[src/rtl/control_sequencer.sv]
// Microcode sequencer for the 8-bit breadboard CPU: fetch/execute step
// counter, instruction register and halt latch driving the control lines.
module control_sequencer #(
    parameter int DATA_WIDTH = 8
) (
    input  logic                  i_CLOCK,
    input  logic                  i_CLEAR_n,
    input  logic [DATA_WIDTH-1:0] i_BUS,
    input  logic                  i_FLAG_C,
    input  logic                  i_FLAG_Z,
    output logic                  o_CO_n,
    output logic                  o_J_n,
    output logic                  o_MI_n,
    output logic                  o_RO_n,
    output logic                  o_RI_n,
    output logic                  o_II_n,
    output logic                  o_IO_n,
    output logic                  o_AI_n,
    output logic                  o_AO_n,
    output logic                  o_BI_n,
    output logic                  o_EO_n,
    output logic                  o_CE,
    output logic                  o_SU,
    output logic                  o_OI,
    output logic                  o_HLT,
    output logic [DATA_WIDTH-1:0] o_OPERAND,
    output logic [2:0]            o_STEP
);

    typedef enum logic [2:0] {
        S0 = 3'd0,
        S1 = 3'd1,
        S2 = 3'd2,
        S3 = 3'd3,
        S4 = 3'd4
    } step_t;

    localparam logic [3:0] OP_NOP = 4'h0;
    localparam logic [3:0] OP_LDA = 4'h1;
    localparam logic [3:0] OP_ADD = 4'h2;
    localparam logic [3:0] OP_SUB = 4'h3;
    localparam logic [3:0] OP_STA = 4'h4;
    localparam logic [3:0] OP_LDI = 4'h5;
    localparam logic [3:0] OP_JMP = 4'h6;
    localparam logic [3:0] OP_JC  = 4'h7;
    localparam logic [3:0] OP_JZ  = 4'h8;
    localparam logic [3:0] OP_OUT = 4'hE;
    localparam logic [3:0] OP_HLT = 4'hF;

    step_t                 step;
    step_t                 step_nxt;
    logic [DATA_WIDTH-1:0] ir;
    logic                  ir_load;
    logic                  halted;
    logic                  halted_nxt;
    logic [3:0]            op;

    logic co, j, mi, ro, ri, ii, io, ai, ao, bi, eo;
    logic ce, su, oi, hlt;

    assign op = ir[7:4];

    function automatic step_t last_step(input logic [3:0] opc);
        case (opc)
            OP_LDA, OP_STA: last_step = S3;
            OP_ADD, OP_SUB: last_step = S4;
            OP_LDI, OP_JMP, OP_JC, OP_JZ,
            OP_OUT, OP_HLT: last_step = S2;
            default:        last_step = S1;
        endcase
    endfunction

    always_ff @(posedge i_CLOCK or negedge i_CLEAR_n) begin
        if (!i_CLEAR_n) begin
            step   <= S0;
            ir     <= '0;
            halted <= 1'b0;
        end else begin
            step   <= step_nxt;
            halted <= halted_nxt;
            if (ir_load) begin
                ir <= i_BUS;
            end
        end
    end

    // At step 1 the IR is not loaded yet, so the length comes from the bus.
    always_comb begin
        step_nxt   = step;
        halted_nxt = halted;
        ir_load    = 1'b0;
        if (!halted) begin
            case (step)
                S0: step_nxt = S1;
                S1: begin
                    ir_load  = 1'b1;
                    step_nxt = (last_step(i_BUS[7:4]) == S1) ? S0 : S2;
                end
                default: begin
                    if (step >= last_step(op)) begin
                        if (op == OP_HLT) begin
                            halted_nxt = 1'b1;
                        end else begin
                            step_nxt = S0;
                        end
                    end else begin
                        step_nxt = step_t'(step + 3'd1);
                    end
                end
            endcase
        end
    end

    always_comb begin
        co  = 1'b0;
        j   = 1'b0;
        mi  = 1'b0;
        ro  = 1'b0;
        ri  = 1'b0;
        ii  = 1'b0;
        io  = 1'b0;
        ai  = 1'b0;
        ao  = 1'b0;
        bi  = 1'b0;
        eo  = 1'b0;
        ce  = 1'b0;
        su  = 1'b0;
        oi  = 1'b0;
        hlt = 1'b0;
        if (i_CLEAR_n && halted) begin
            hlt = 1'b1;
        end else if (i_CLEAR_n) begin
            case (step)
                S0: begin
                    co = 1'b1;
                    mi = 1'b1;
                end
                S1: begin
                    ro = 1'b1;
                    ii = 1'b1;
                    ce = 1'b1;
                end
                S2: begin
                    case (op)
                        OP_LDA, OP_ADD, OP_SUB, OP_STA: begin
                            io = 1'b1;
                            mi = 1'b1;
                        end
                        OP_LDI: begin
                            io = 1'b1;
                            ai = 1'b1;
                        end
                        OP_JMP: begin
                            io = 1'b1;
                            j  = 1'b1;
                        end
                        OP_JC: begin
                            io = i_FLAG_C;
                            j  = i_FLAG_C;
                        end
                        OP_JZ: begin
                            io = i_FLAG_Z;
                            j  = i_FLAG_Z;
                        end
                        OP_OUT: begin
                            ao = 1'b1;
                            oi = 1'b1;
                        end
                        OP_HLT:  hlt = 1'b1;
                        default: ;
                    endcase
                end
                S3: begin
                    case (op)
                        OP_LDA: begin
                            ro = 1'b1;
                            ai = 1'b1;
                        end
                        OP_ADD, OP_SUB: begin
                            ro = 1'b1;
                            bi = 1'b1;
                        end
                        OP_STA: begin
                            ao = 1'b1;
                            ri = 1'b1;
                        end
                        default: ;
                    endcase
                end
                S4: begin
                    if (op == OP_ADD || op == OP_SUB) begin
                        eo = 1'b1;
                        ai = 1'b1;
                        su = (op == OP_SUB);
                    end
                end
                default: ;
            endcase
        end
    end

    assign o_CO_n    = ~co;
    assign o_J_n     = ~j;
    assign o_MI_n    = ~mi;
    assign o_RO_n    = ~ro;
    assign o_RI_n    = ~ri;
    assign o_II_n    = ~ii;
    assign o_IO_n    = ~io;
    assign o_AI_n    = ~ai;
    assign o_AO_n    = ~ao;
    assign o_BI_n    = ~bi;
    assign o_EO_n    = ~eo;
    assign o_CE      = ce;
    assign o_SU      = su;
    assign o_OI      = oi;
    assign o_HLT     = hlt;
    assign o_OPERAND = {{(DATA_WIDTH-4){1'b0}}, ir[3:0]};
    assign o_STEP    = step;

endmodule
[config.mk]
export PLATFORM = sky130hd
export DESIGN_NAME = control_sequencer
export DESIGN_NICKNAME = d
export VERILOG_FILES = /design/src/rtl/control_sequencer.sv
export SDC_FILE = /design/constraint.sdc
export NUM_CORES = 1
export LEC_CHECK = 0
export ABC_AREA = 1
export CAP_MARGIN = 10
export CORE_UTILIZATION = 47
export CTS_BUF_LIST = sky130_fd_sc_hd__clkbuf_4 sky130_fd_sc_hd__clkbuf_8 sky130_fd_sc_hd__clkbuf_16
export DETAILED_ROUTE_END_ITERATION = 16
export GPL_TIMING_DRIVEN = 0
export PLACE_DENSITY = 0.87
export REMOVE_ABC_BUFFERS = 1
export SYNTH_ARGS = -nofsm -noshare
export SYNTH_HDL_FRONTEND = slang
export SYNTH_SLANG_ARGS = --single-unit
[constraint.sdc]
create_clock -name i_CLOCK -period 4.86 [get_ports i_CLOCK]
set_input_delay 0.972 -clock i_CLOCK [delete_from_list [all_inputs] [get_ports i_CLOCK]]
set_output_delay 0.972 -clock i_CLOCK [all_outputs]
set_load 0.02 [all_outputs]
==> flow_summary.toml <==
[synth]
syn_area_mm2 = 0.00104
synth_fa_ha_area_share_pct = 9.62
synthCells = 160
yosysUniqueCellTypes = 19
ys_seq_area_share_pct = 28.8
yosys_warnings = 0
synthTopCellsByArea = "dfrtp_1 29%, nand2_1 17%, ha_1 9.6%"
synth-simple-area-share_pct = 37.1
synth_mux_area_share_pct = 0
synth_seq_cells = 12
synth_top_family_by_area = "simple AND/OR/NAND/NOR gates"
synth_largest_area_cell = "dfrtp_1"
postSynthAreaPerCell_um2 = 6.51
synth-xor-area-share_pct = 0
synth_top_area_share_pct = 28.8
synth-compound-area-share_pct = 9.50

[clock_network]
cts_root_buf = "clkbuf_4"
cts_max_level = 1
clk_path_buf_depth = 2
cts_tree = "built"
cts_num_sinks = 12
clk_latency_ns = 0.27
cts_buffers = 3
postCtsHoldBufs = 0
clk_pin_slew_ns = 0.07
post-cts-setup-buffer-count = 0
cts_resized = 0

[finish]
diodes = 0
post-route-cell-area_mm2 = 0.00139
post-route-util_pct = 68.6
area_delta_synth_final_pct = 33.3
drive_above_1_share_pct = 6.28
nFillCells = 185
seqCellArea_um2 = 300
instances_no_fill = 218
nets = 212
multiInputGateArea_um2 = 601

[global_routing]
antenna_found_initial = 0
grt_pass1_vias = 943
gr-total-overflow = 0
grt_max_degree = 15
grt_pass1_wl_mm = 3.91
track_usage_pct = 20.6

[timing]
relSlewSlack_pct = 62.4
finalCritPeriodShare_pct = 87.9
tns_ns = 0
finClkSkew_ns = 0.00725
setup_violations = 0
max_clock_freq_ghz = 0.234
slew_viol_final = 0
period_needed_ns = 4.27
rsz0062_at_grt = "false"
hold_ws_ns = 0.477
tightest_slew_ns = 0.562
hold_viol_final = 0

[route]
wirelength_mm = 2.25
drt_pre_antenna_iters = 4
vias = 1101
drt_iter0_drc = 25
post_drt_wl_per_cell_um = 10.3
ant_nets = 0
drc = 0
via_per_inst = 5.05

[hold_path]
hold_start = "ir[0]$_DFFE_PN0P_"
hold_path_class = "flip-flop to flip-flop"
min_to = "ir[0]$_DFFE_PN0P_"
min_path_cells = 2

[die]
rows = 16
die_h_um = 49.1
fp.dieW_um = 49.1
ioPinCount = 38
design.die.area_mm2 = 0.00241
coreArea_mm2 = 0.00202
start_util_pct = 51.5

[setup_path]
cp_num_buf_inv = 3
path_max_fanout = 14
ff2ff_setup_slack_ns = 2.81
cp.arrival_ns = 3.30
crit_family = "buffers and inverters"
end_kind = "output pin"
crit_path_start_kind = "primary input"
worstPathRequired_ns = 3.89
max_stage_delay_ns = 0.82
worst_path_max_delay_cell = "clkdlybuf4s50_1"
critical_path_class = "primary input to output pin"
cp_cell_sequence = "clkdlybuf4s50_1 > inv_1 > nor2_1 > nand4_1 > nor2_1 > clkdlybuf4s50_1"
r2r_cells = 11
r2r-end = "o_STEP[0]$_DFFE_PN0P_"
reg2reg_from = "ir[6]$_DFFE_PN0P_"

[job]
maxCapViolations = 0

[pwr]
peakVddDrop_mv = 0.143
p_leak_uw = 0.000697
p_per_area_mw_per_mm2 = 140

[place]
dp.cells = 214
gp_congestion = 0.876
hpwl_mm = 1.86
postPlaceCellArea_mm2 = 0.00135
portBuffers = 33

[run_status]
status = "completed"
## metrics by stage
step,power [µW],worst slack [ns]
2_1_floorplan,107,1.89
3_3_place_gp,120,0.560
3_5_place_dp,120,0.528
4_1_cts,198,0.556
5_1_grt,207,0.360
6_report,195,0.587
## Yosys cell counts
master    instances
nand2_1          48
inv_1            22
nand3_1          16
o21ai_0          13
dfrtp_1          12
nor2_1           11
buf_4             8
ha_1              8
nand4_1           5
a21oi_1           4
nand2_2           3
nor2_2            3
a211oi_1          1
a31oi_1           1
buf_2             1
conb_1            1
inv_2             1
nand2_4           1
nor3_1            1
## worst max path at each step
stage	start	to	slack, ns	cells after the start
floorplan	i_CLEAR_n	o_SU	1.89	4
global placement	i_CLEAR_n	o_SU	0.56	6
detailed placement	i_CLEAR_n	o_SU	0.53	6
CTS	i_CLEAR_n	o_SU	0.56	6
global route	i_CLEAR_n	o_SU	0.36	6
finish	i_CLEAR_n	o_SU	0.59	6
## layer usage
layer  wire length (µm)  share of wire, %  vias to the layer above  GRT usage, %
met1               1020                45                      491          26.6
met2               1100                49                       45          34.5
met4                 10              0.44                        0          4.90
met3                115               5.1                        2          4.98
li1                   -                 -                      563             -
met5                  0                 0                        -             0
## report_power, final
part,total (µW),switching (µW),leakage [µW],internal [µW]
registers,99.8,0,0.000115,99.8
logic,18.1,8.75,0.000560,9.35
clock network,77.1,31.6,0.0000210,45.5
total,195,40.3,0.000697,155
## flip-flops by register name, summed over array words and instances, names as in the netlist
| register | flops |
|---|---|
| halted | 1 |
| ir | 8 |
| o_STEP | 3 |
## placed cells by master (no fill, tap or decap), drive strengths merged
cell           count
nor2              14
a21oi              4
clkbuf             4
a211oi             1
nand3             16
dfrtp             12
nor3               1
nand4              5
nand2             52
o21ai             13
ha                 8
clkdlybuf4s50     33
a31oi              1
inv               23
conb               4
## worst register-to-register path, delay by kind of cell (launching register included)
family | cells | cell delay (ns)
compound gates | 1 | 0.24
flops | 1 | 0.41
simple gates | 7 | 0.85
buf+inv | 2 | 0.15
fa+ha+maj | 1 | 0.29
## kinds of logic after synthesis
kind of cell | after synthesis
AND/OR/NAND/NOR | 88
buffers and inverters | 32
AO/OA/AOI/OAI | 19
flip-flops | 12
adder cells (fa/ha/maj) | 8
other | 1
## layout make-up
type                    instances  share of cell area, %
well taps                      27                   2.43
inverters                      23                   6.22
clock buffers                   4                   2.61
flip-flops and latches         12                   21.6
repair buffers                 33                   23.8
multi-input cells             119                   43.3
(Power assumes the default switching activity.)
